### src/rtl/resta_c2_seq.sv
// rtl/resta_c2_seq.sv - multi-cycle two's-complement subtractor, CHUNK bits per clock, LSB first
module resta_c2_seq #(
    parameter int ANCHO = 64,
    parameter int CHUNK = 16
) (
    input  logic             clk,
    input  logic             rst_n,
    input  logic             in_valid,
    output logic             in_ready,
    input  logic [ANCHO-1:0] a,
    input  logic [ANCHO-1:0] b,
    input  logic             bi,
    output logic             out_valid,
    input  logic             out_ready,
    output logic [ANCHO-1:0] d,
    output logic             bout,
    output logic             ovf
);

    localparam int N  = ANCHO / CHUNK;
    localparam int CW = (N > 1) ? $clog2(N) : 1;

    localparam logic [1:0] S_IDLE = 2'd0;
    localparam logic [1:0] S_CALC = 2'd1;
    localparam logic [1:0] S_DONE = 2'd2;

    generate
        if ((CHUNK < 1) || ((ANCHO % CHUNK) != 0)) begin : g_bad_chunk
            $error("resta_c2_seq: ANCHO must be an integer multiple of CHUNK");
        end
    endgenerate

    logic [1:0]       state_q, state_d;
    logic [ANCHO-1:0] a_q, a_d;
    logic [ANCHO-1:0] b_q, b_d;
    logic [CW-1:0]    cnt_q, cnt_d;
    logic             carry_q, carry_d;
    logic [ANCHO-1:0] d_q, d_d;
    logic             bout_q, bout_d;
    logic             ovf_q, ovf_d;

    int               base;
    logic [CHUNK-1:0] a_k, b_k;
    logic [CHUNK:0]   sum_w;
    logic             last;

    always_comb begin
        state_d = state_q;
        a_d     = a_q;
        b_d     = b_q;
        cnt_d   = cnt_q;
        carry_d = carry_q;
        d_d     = d_q;
        bout_d  = bout_q;
        ovf_d   = ovf_q;

        base  = int'(cnt_q) * CHUNK;
        a_k   = a_q[base +: CHUNK];
        b_k   = b_q[base +: CHUNK];
        // Subtraction as a + ~b + ~bi: the carry chain is an inverted borrow chain.
        sum_w = {1'b0, a_k} + {1'b0, ~b_k} + (CHUNK+1)'(carry_q);
        last  = (cnt_q == CW'(N - 1));

        case (state_q)
            S_IDLE: begin
                if (in_valid) begin
                    a_d     = a;
                    b_d     = b;
                    carry_d = ~bi;
                    cnt_d   = '0;
                    state_d = S_CALC;
                end
            end
            S_CALC: begin
                d_d[base +: CHUNK] = sum_w[CHUNK-1:0];
                carry_d            = sum_w[CHUNK];
                cnt_d              = cnt_q + 1'b1;
                if (last) begin
                    bout_d  = ~sum_w[CHUNK];
                    ovf_d   = (a_q[ANCHO-1] != b_q[ANCHO-1]) &&
                              (sum_w[CHUNK-1] != a_q[ANCHO-1]);
                    state_d = S_DONE;
                end
            end
            S_DONE: begin
                if (out_ready) begin
                    state_d = S_IDLE;
                end
            end
            default: state_d = S_IDLE;
        endcase
    end

    always_ff @(posedge clk or negedge rst_n) begin
        if (!rst_n) begin
            state_q <= S_IDLE;
            a_q     <= '0;
            b_q     <= '0;
            cnt_q   <= '0;
            carry_q <= 1'b0;
            d_q     <= '0;
            bout_q  <= 1'b0;
            ovf_q   <= 1'b0;
        end else begin
            state_q <= state_d;
            a_q     <= a_d;
            b_q     <= b_d;
            cnt_q   <= cnt_d;
            carry_q <= carry_d;
            d_q     <= d_d;
            bout_q  <= bout_d;
            ovf_q   <= ovf_d;
        end
    end

    assign in_ready  = (state_q == S_IDLE);
    assign out_valid = (state_q == S_DONE);
    assign d         = d_q;
    assign bout      = bout_q;
    assign ovf       = ovf_q;

endmodule

### config.mk
export PLATFORM = sky130hd
export DESIGN_NAME = resta_c2_seq
export DESIGN_NICKNAME = d
export VERILOG_FILES = /design/src/rtl/resta_c2_seq.sv
export SDC_FILE = /design/constraint.sdc
export NUM_CORES = 1
export LEC_CHECK = 0
export ABC_AREA = 0
export BUFFER_PORTS_ARGS = -buffer_cell sky130_fd_sc_hd__buf_2
export CORE_MARGIN = 3
export CORE_UTILIZATION = 55
export CTS_CLUSTER_DIAMETER = 100
export DETAILED_ROUTE_END_ITERATION = 7
export GPL_TIMING_DRIVEN = 1
export PLACE_DENSITY = 0.81
export SLEW_MARGIN = 20
export SYNTH_ARGS = -nofsm -noshare
export SYNTH_HDL_FRONTEND = slang
export SYNTH_SLANG_ARGS = --single-unit
### constraint.sdc
create_clock -name clk -period 5.08 [get_ports clk]
set_input_delay 0.254 -clock clk [delete_from_list [all_inputs] [get_ports clk]]
set_output_delay 0.254 -clock clk [all_outputs]
set_load 0.05 [all_outputs]
# Word-level counts from Yosys, hierarchy flattened

Cells that the tools add are included.

Bits in registers: 199
Bits of input ports: 133
Output and inout bits: 68
Logic and storage cells: 43

Add/sub/neg operators: 4
Equality and inequality tests: 8
Shift-type cells: 4
Mux-type cells: 9
Bitwise logic cells: 3
Reduce and logical (&&, ||, !) cells: 7

Operator list:

| operator                                                | number |
|---|---|
| indexed part select 64 x 7 -> 16 bit                    | 2 |
| bitwise mux 64 bit                                      | 1 |
| variable shift 16 x 33 -> 64 bit (first input constant) | 1 |
| indexed part select 16 x 33 -> 64 bit                   | 1 |
| negator 6 -> 33 bit                                     | 1 |
| adder 16 x 16 -> 17 bit                                 | 1 |
| adder 17 x 1 -> 17 bit                                  | 1 |
| NOT 16 bit                                              | 1 |
| 2-to-1 mux 2 bit                                        | 4 |
| case mux 2 bit (3 select lines)                         | 1 |
| AND reduction 2 bit                                     | 3 |
| equality test 2 bit (second input constant)             | 2 |
| != test 2 bit (second input constant)                   | 2 |
| case mux 2 bit (2 select lines)                         | 1 |
| AND reduction 3 bit                                     | 1 |
| adder 2 x 1 -> 2 bit (second input constant)            | 1 |
| equality test 2 x 1 -> 1 bit (second input constant)    | 1 |
| logical NOT 2 bit                                       | 1 |
| != test 1 bit                                           | 2 |
| != test 2 x 1 -> 1 bit (second input constant)          | 1 |
| NOT 1 bit                                               | 2 |
| case mux 1 bit (2 select lines)                         | 1 |
| nonzero test 2 bit                                      | 1 |
| logical AND 1 bit                                       | 1 |
| 2-to-1 mux 1 bit                                        | 1 |

# Depth between registers and ports, before layout

Word-level depth: 6
Depth in mapped cells: 12
Mapped depth without buffers: 10

# Worst setup path before layout

No wires, ideal clock.

Kind: register to register
Start point: reg cnt_q[0]
End point: reg d_q[14], in the netlist d[14]
Arrival: 3.502 ns
Required time: 4.939 ns
Setup slack: 1.437 ns
Stages on the path, launching flop included: 12
Buffers on the path: 2
Period minus slack after synthesis: 3.643 ns
Path through: dfrtp_1 > clkbuf_1 > buf_2 > mux4_2 > fa_1 > fa_1 > nor2b_1 > o31a_1 > o21ai_0 > and4_1 > nor4_1 > o21ai_0

Cells in the longest elaborated chain, start to end: 6
Elaborated cells between the ends (all ways): 9
Classes of those cells: 3 x add/sub; 4 x shift; 1 x mux; 1 x bitwise

RTL lines:

| item                                  | line | RTL |
|---|---|---|
| start, declared                       | 36   | `logic [CW-1:0] cnt_q, cnt_d;` |
| start signal, assigned                | 108  | `cnt_q <= cnt_d;` |
| indexed part select 64 x 7 -> 16 bit  | 59   | `b_k = b_q[base +: CHUNK];` |
| NOT 16 bit                            | 61   | `sum_w = {1'b0, a_k} + {1'b0, ~b_k} + (CHUNK+1)'(carry_q);` |
| adder 16 x 16 -> 17 bit               | 61   |  |
| adder 17 x 1 -> 17 bit                | 61   |  |
| indexed part select 16 x 33 -> 64 bit | 75   | `d_d[base +: CHUNK] = sum_w[CHUNK-1:0];` |
| bitwise mux 64 bit (*)                | 75   |  |
| end signal, assigned                  | 101  | `d_q <= '0;` |
| end signal, assigned                  | 110  | `d_q <= d_d;` |
| end, declared                         | 38   | `logic [ANCHO-1:0] d_q, d_d;` |

Mark *: on every way between the ends. The rest lies on a longest branch, timed or not.
A chain may end at the register's enable or synchronous reset.

# Final worst setup path

Ends and elaborated chain as after synthesis.

==> impl_metrics.tcl <==
set metrics [dict create \
    status "complete, no violations" \
    synth_top_flop_cell "sky130_fd_sc_hd__dfrtp_1" \
    area_enclosed_by_the_die_boundary_sq_um 18300 \
    vias_in_the_first_global_route 6409 \
    post_cts.repair.setup_buffers 0 \
    critical-path-top-cell-by-count "sky130_fd_sc_hd__o21ai_0" \
    post-synth-top-area-fraction_pct 54.3 \
    critical_path_peak_fanout 28 \
    ys_top_cells_by_count "199 x sky130_fd_sc_hd__dfrtp_1, 130 x sky130_fd_sc_hd__mux2_2, 47 x sky130_fd_sc_hd__nand2_1" \
    hold_removal_path_class "input port to register" \
    detail_route.iter0.violations 448 \
    timing.hold.worst.start "b[14]" \
    synthArstFlopShare_pct 100 \
    critical_path_required_ns 5.35 \
    grtUsageMet3_pct 6.39 \
    yosys.area.top_type "sky130_fd_sc_hd__dfrtp_1" \
    synth_area_leaders "sky130_fd_sc_hd__dfrtp_1 54%, sky130_fd_sc_hd__mux2_2 16%, sky130_fd_sc_hd__mux4_2 7.9%" \
    post-place-cells 1076 \
    nNetsFinal 1037 \
    rsz0062_at_grt "false" \
    grt_first_pass_wirelength_um 35400 \
    post_route_cells_drive_above_1_share_pct 46.1 \
    achievable-frequency_ghz 0.242 \
    timing.critical_path.slowest_stage_cell "sky130_fd_sc_hd__dfrtp_2" \
    cts_resized 0 \
    grt-busiest-layer "met2" \
    detailroute.via_count 6408 \
    die_w_um 135 \
    fin_crit_ns 4.12 \
    worst_pin_slew_ns 0.879 \
    drtAntennaViolNets 0 \
    skew_ns 0.00866 \
    timing.critical_path.cells "buf_4 > mux4_2 > fa_1 > nor2b_1 > o31a_1 > o21ai_0 > and4_1 > nor4_1 > o21ai_0" \
    path_class "register to register" \
    cp_data_arrival_time_ns 4.40 \
    clock_tree.htree_level_count 4 \
    detailed_place_hpwl_um 16500 \
    worstSetupEndpointType "register" \
    wl_per_cell_um 20.2 \
    synth_most_common_cell "sky130_fd_sc_hd__dfrtp_1" \
    port-buffer-count 200 \
    fp.dieH_um 135 \
    clk_pin_slew_ns 0.07 \
    antenna_found_initial 3 \
    cp-start-kind "register" \
    yosysWarningCount 0 \
    floorplan.core_area_sq_um 16100 \
    synth-edff-count 0 \
    critPathMaxStageDelay_ns 0.94 \
    postSynthRegisterBits 199 \
    tritoncts_clock_tree "built" \
    synth_cell_types 50 \
    placement_rows 46 \
    clock_sinks 199 \
    pin_count_of_the_biggest_net_entering_global_routing 75 \
    source_of_the_worst_register_to_register_timing_path "cnt_q[0]" \
    total_negative_slack_ns 0 \
    slew_violations 0 \
    sequential_share_of_the_synthesized_area_pct 54.3 \
    drtPass1Iterations 7 \
    syn-num-nets 844 \
    grt_overflow 0 \
    finalCoreUtilization_pct 68.1 \
    post_layout_nonfiller_instances 1111 \
    number_of_hold_buffers_added_after_cts 2 \
    finalSetupViolCount 0 \
    grtUsageTotal_pct 25.5 \
    root_buffer "sky130_fd_sc_hd__clkbuf_16" \
    drt_drc_violations_left 0 \
    maxCapViolations 0 \
    synthesis.area_sq_um 9170 \
    slew_headroom_pct 41.4 \
    cts_inserted_buffers 17 \
    dp_worst_setup_slack_ns 1.08 \
    vias_per_cell 5.77 \
    beginning_of_the_critical_path "cnt_q[0]" \
    area_growth_pct 19.7 \
    synthesis.area_per_instance_sq_um 13.3 \
    finalWirelength_um 22400 \
    routabilityCongestion 0.918 \
    globalRouteMet2Util_pct 39.3 \
    final.period_utilization_pct 81.2 \
    synthCells 688 \
    io-pin-count 201 \
    clock_latency_at_the_later_pin_of_the_worst_skew_pair_ns 0.44 \
    clock_path_buffers 2 \
    final.setup.worst_slack_ns 0.955 \
    initial_standard_cell_utilization_of_the_core_pct 56.9 \
    n_fill_cell 1197 \
    hold_viol_final 0 \
    groute.layer.met1.usage_pct 35.8 \
]
==> final cells by class <==
cell class	instances	area, sq um	share of cell area [%]
Multi-Input combinational cell	427	3940	35.9
Timing Repair Buffer	211	1100	10.0
Sequential cell	199	4980	45.4
Tap cell	216	270	2.46
Clock inverter	13	148	1.35
Clock buffer	18	439	4.00
Inverter	25	93.8	0.855
Antenna cell	2	5.00	0.0456
==> metal layers <==
metal  up-vias  share of wire (%)
met3        42                8.0
met1      3182                 42
met5         -               0.21
met2       254                 47
li1       2924                  -
met4         6                2.3
==> cells by family (layout without fill, tap and decap cells) <==
kind of cell	after synthesis	in the layout	synth area share (%)
mux	166	166	24.3
buf+inv	62	267	2.78
fa+ha+maj	23	23	3.30
simple gates	115	115	6.03
other cells	0	2	0
xor+xnor	7	7	0.668
flops	199	199	54.3
compound gates	116	116	8.68
==> through the flow <==
stage,hold WS (ns),area [sq um]
2_1_floorplan,-0.0416,9170
3_5_place_dp,0.315,10400
3_3_place_gp,0.313,10400
4_1_cts,0.0286,11000
5_1_grt,0.0358,11000
6_report,0.0448,11000
==> worst paths after layout <==
check	endpoint	slack, ns	cells past startpoint
max in group asynchronous	a_q[10]	3.41	3
min in group asynchronous	d[48]	0.41	2
worst max register to register	d[14]	0.96	9
worst min-delay path	b_q[14]	0.04	2
worst max-delay path	d[14]	0.96	9
worst min register to register	d[50]	0.47	2
==> sequential cells by signal (all words and copies together) (netlist names) <==
register,cells
ovf,1
d,64
cnt_q,2
bout,1
a_q,64
carry_q,1
state_q,2
b_q,64
==> critical path: cells and delay by family, from the launching register on <==
family | cells | cell delay [ns]
simple gates | 3 | 1.01
flops | 1 | 0.94
mux | 1 | 0.57
compound gates | 3 | 0.56
fa+ha+maj | 1 | 0.44
buf+inv | 1 | 0.41
==> placed cells by master, fill, tap and decap left out, types with 9 or more instances in the layout <==
master | netlist | routed
sky130_fd_sc_hd__dfrtp_1 | 199 | 197
sky130_fd_sc_hd__a21oi_1 | 14 | 14
sky130_fd_sc_hd__nand3_1 | 10 | 10
sky130_fd_sc_hd__inv_1 | 25 | 25
sky130_fd_sc_hd__buf_4 | 1 | 9
sky130_fd_sc_hd__nor2_1 | 19 | 19
sky130_fd_sc_hd__nand2_1 | 47 | 47
sky130_fd_sc_hd__o21ai_0 | 39 | 39
sky130_fd_sc_hd__mux2_2 | 130 | 130
sky130_fd_sc_hd__a22o_1 | 37 | 37
sky130_fd_sc_hd__buf_2 | 14 | 199
sky130_fd_sc_hd__clkbuf_16 | 0 | 17
sky130_fd_sc_hd__mux4_2 | 32 | 32
sky130_fd_sc_hd__ha_1 | 21 | 21
Power is not shown: default switching activity piles up to over one toggle a cycle in this logic, so the estimate is an artifact.
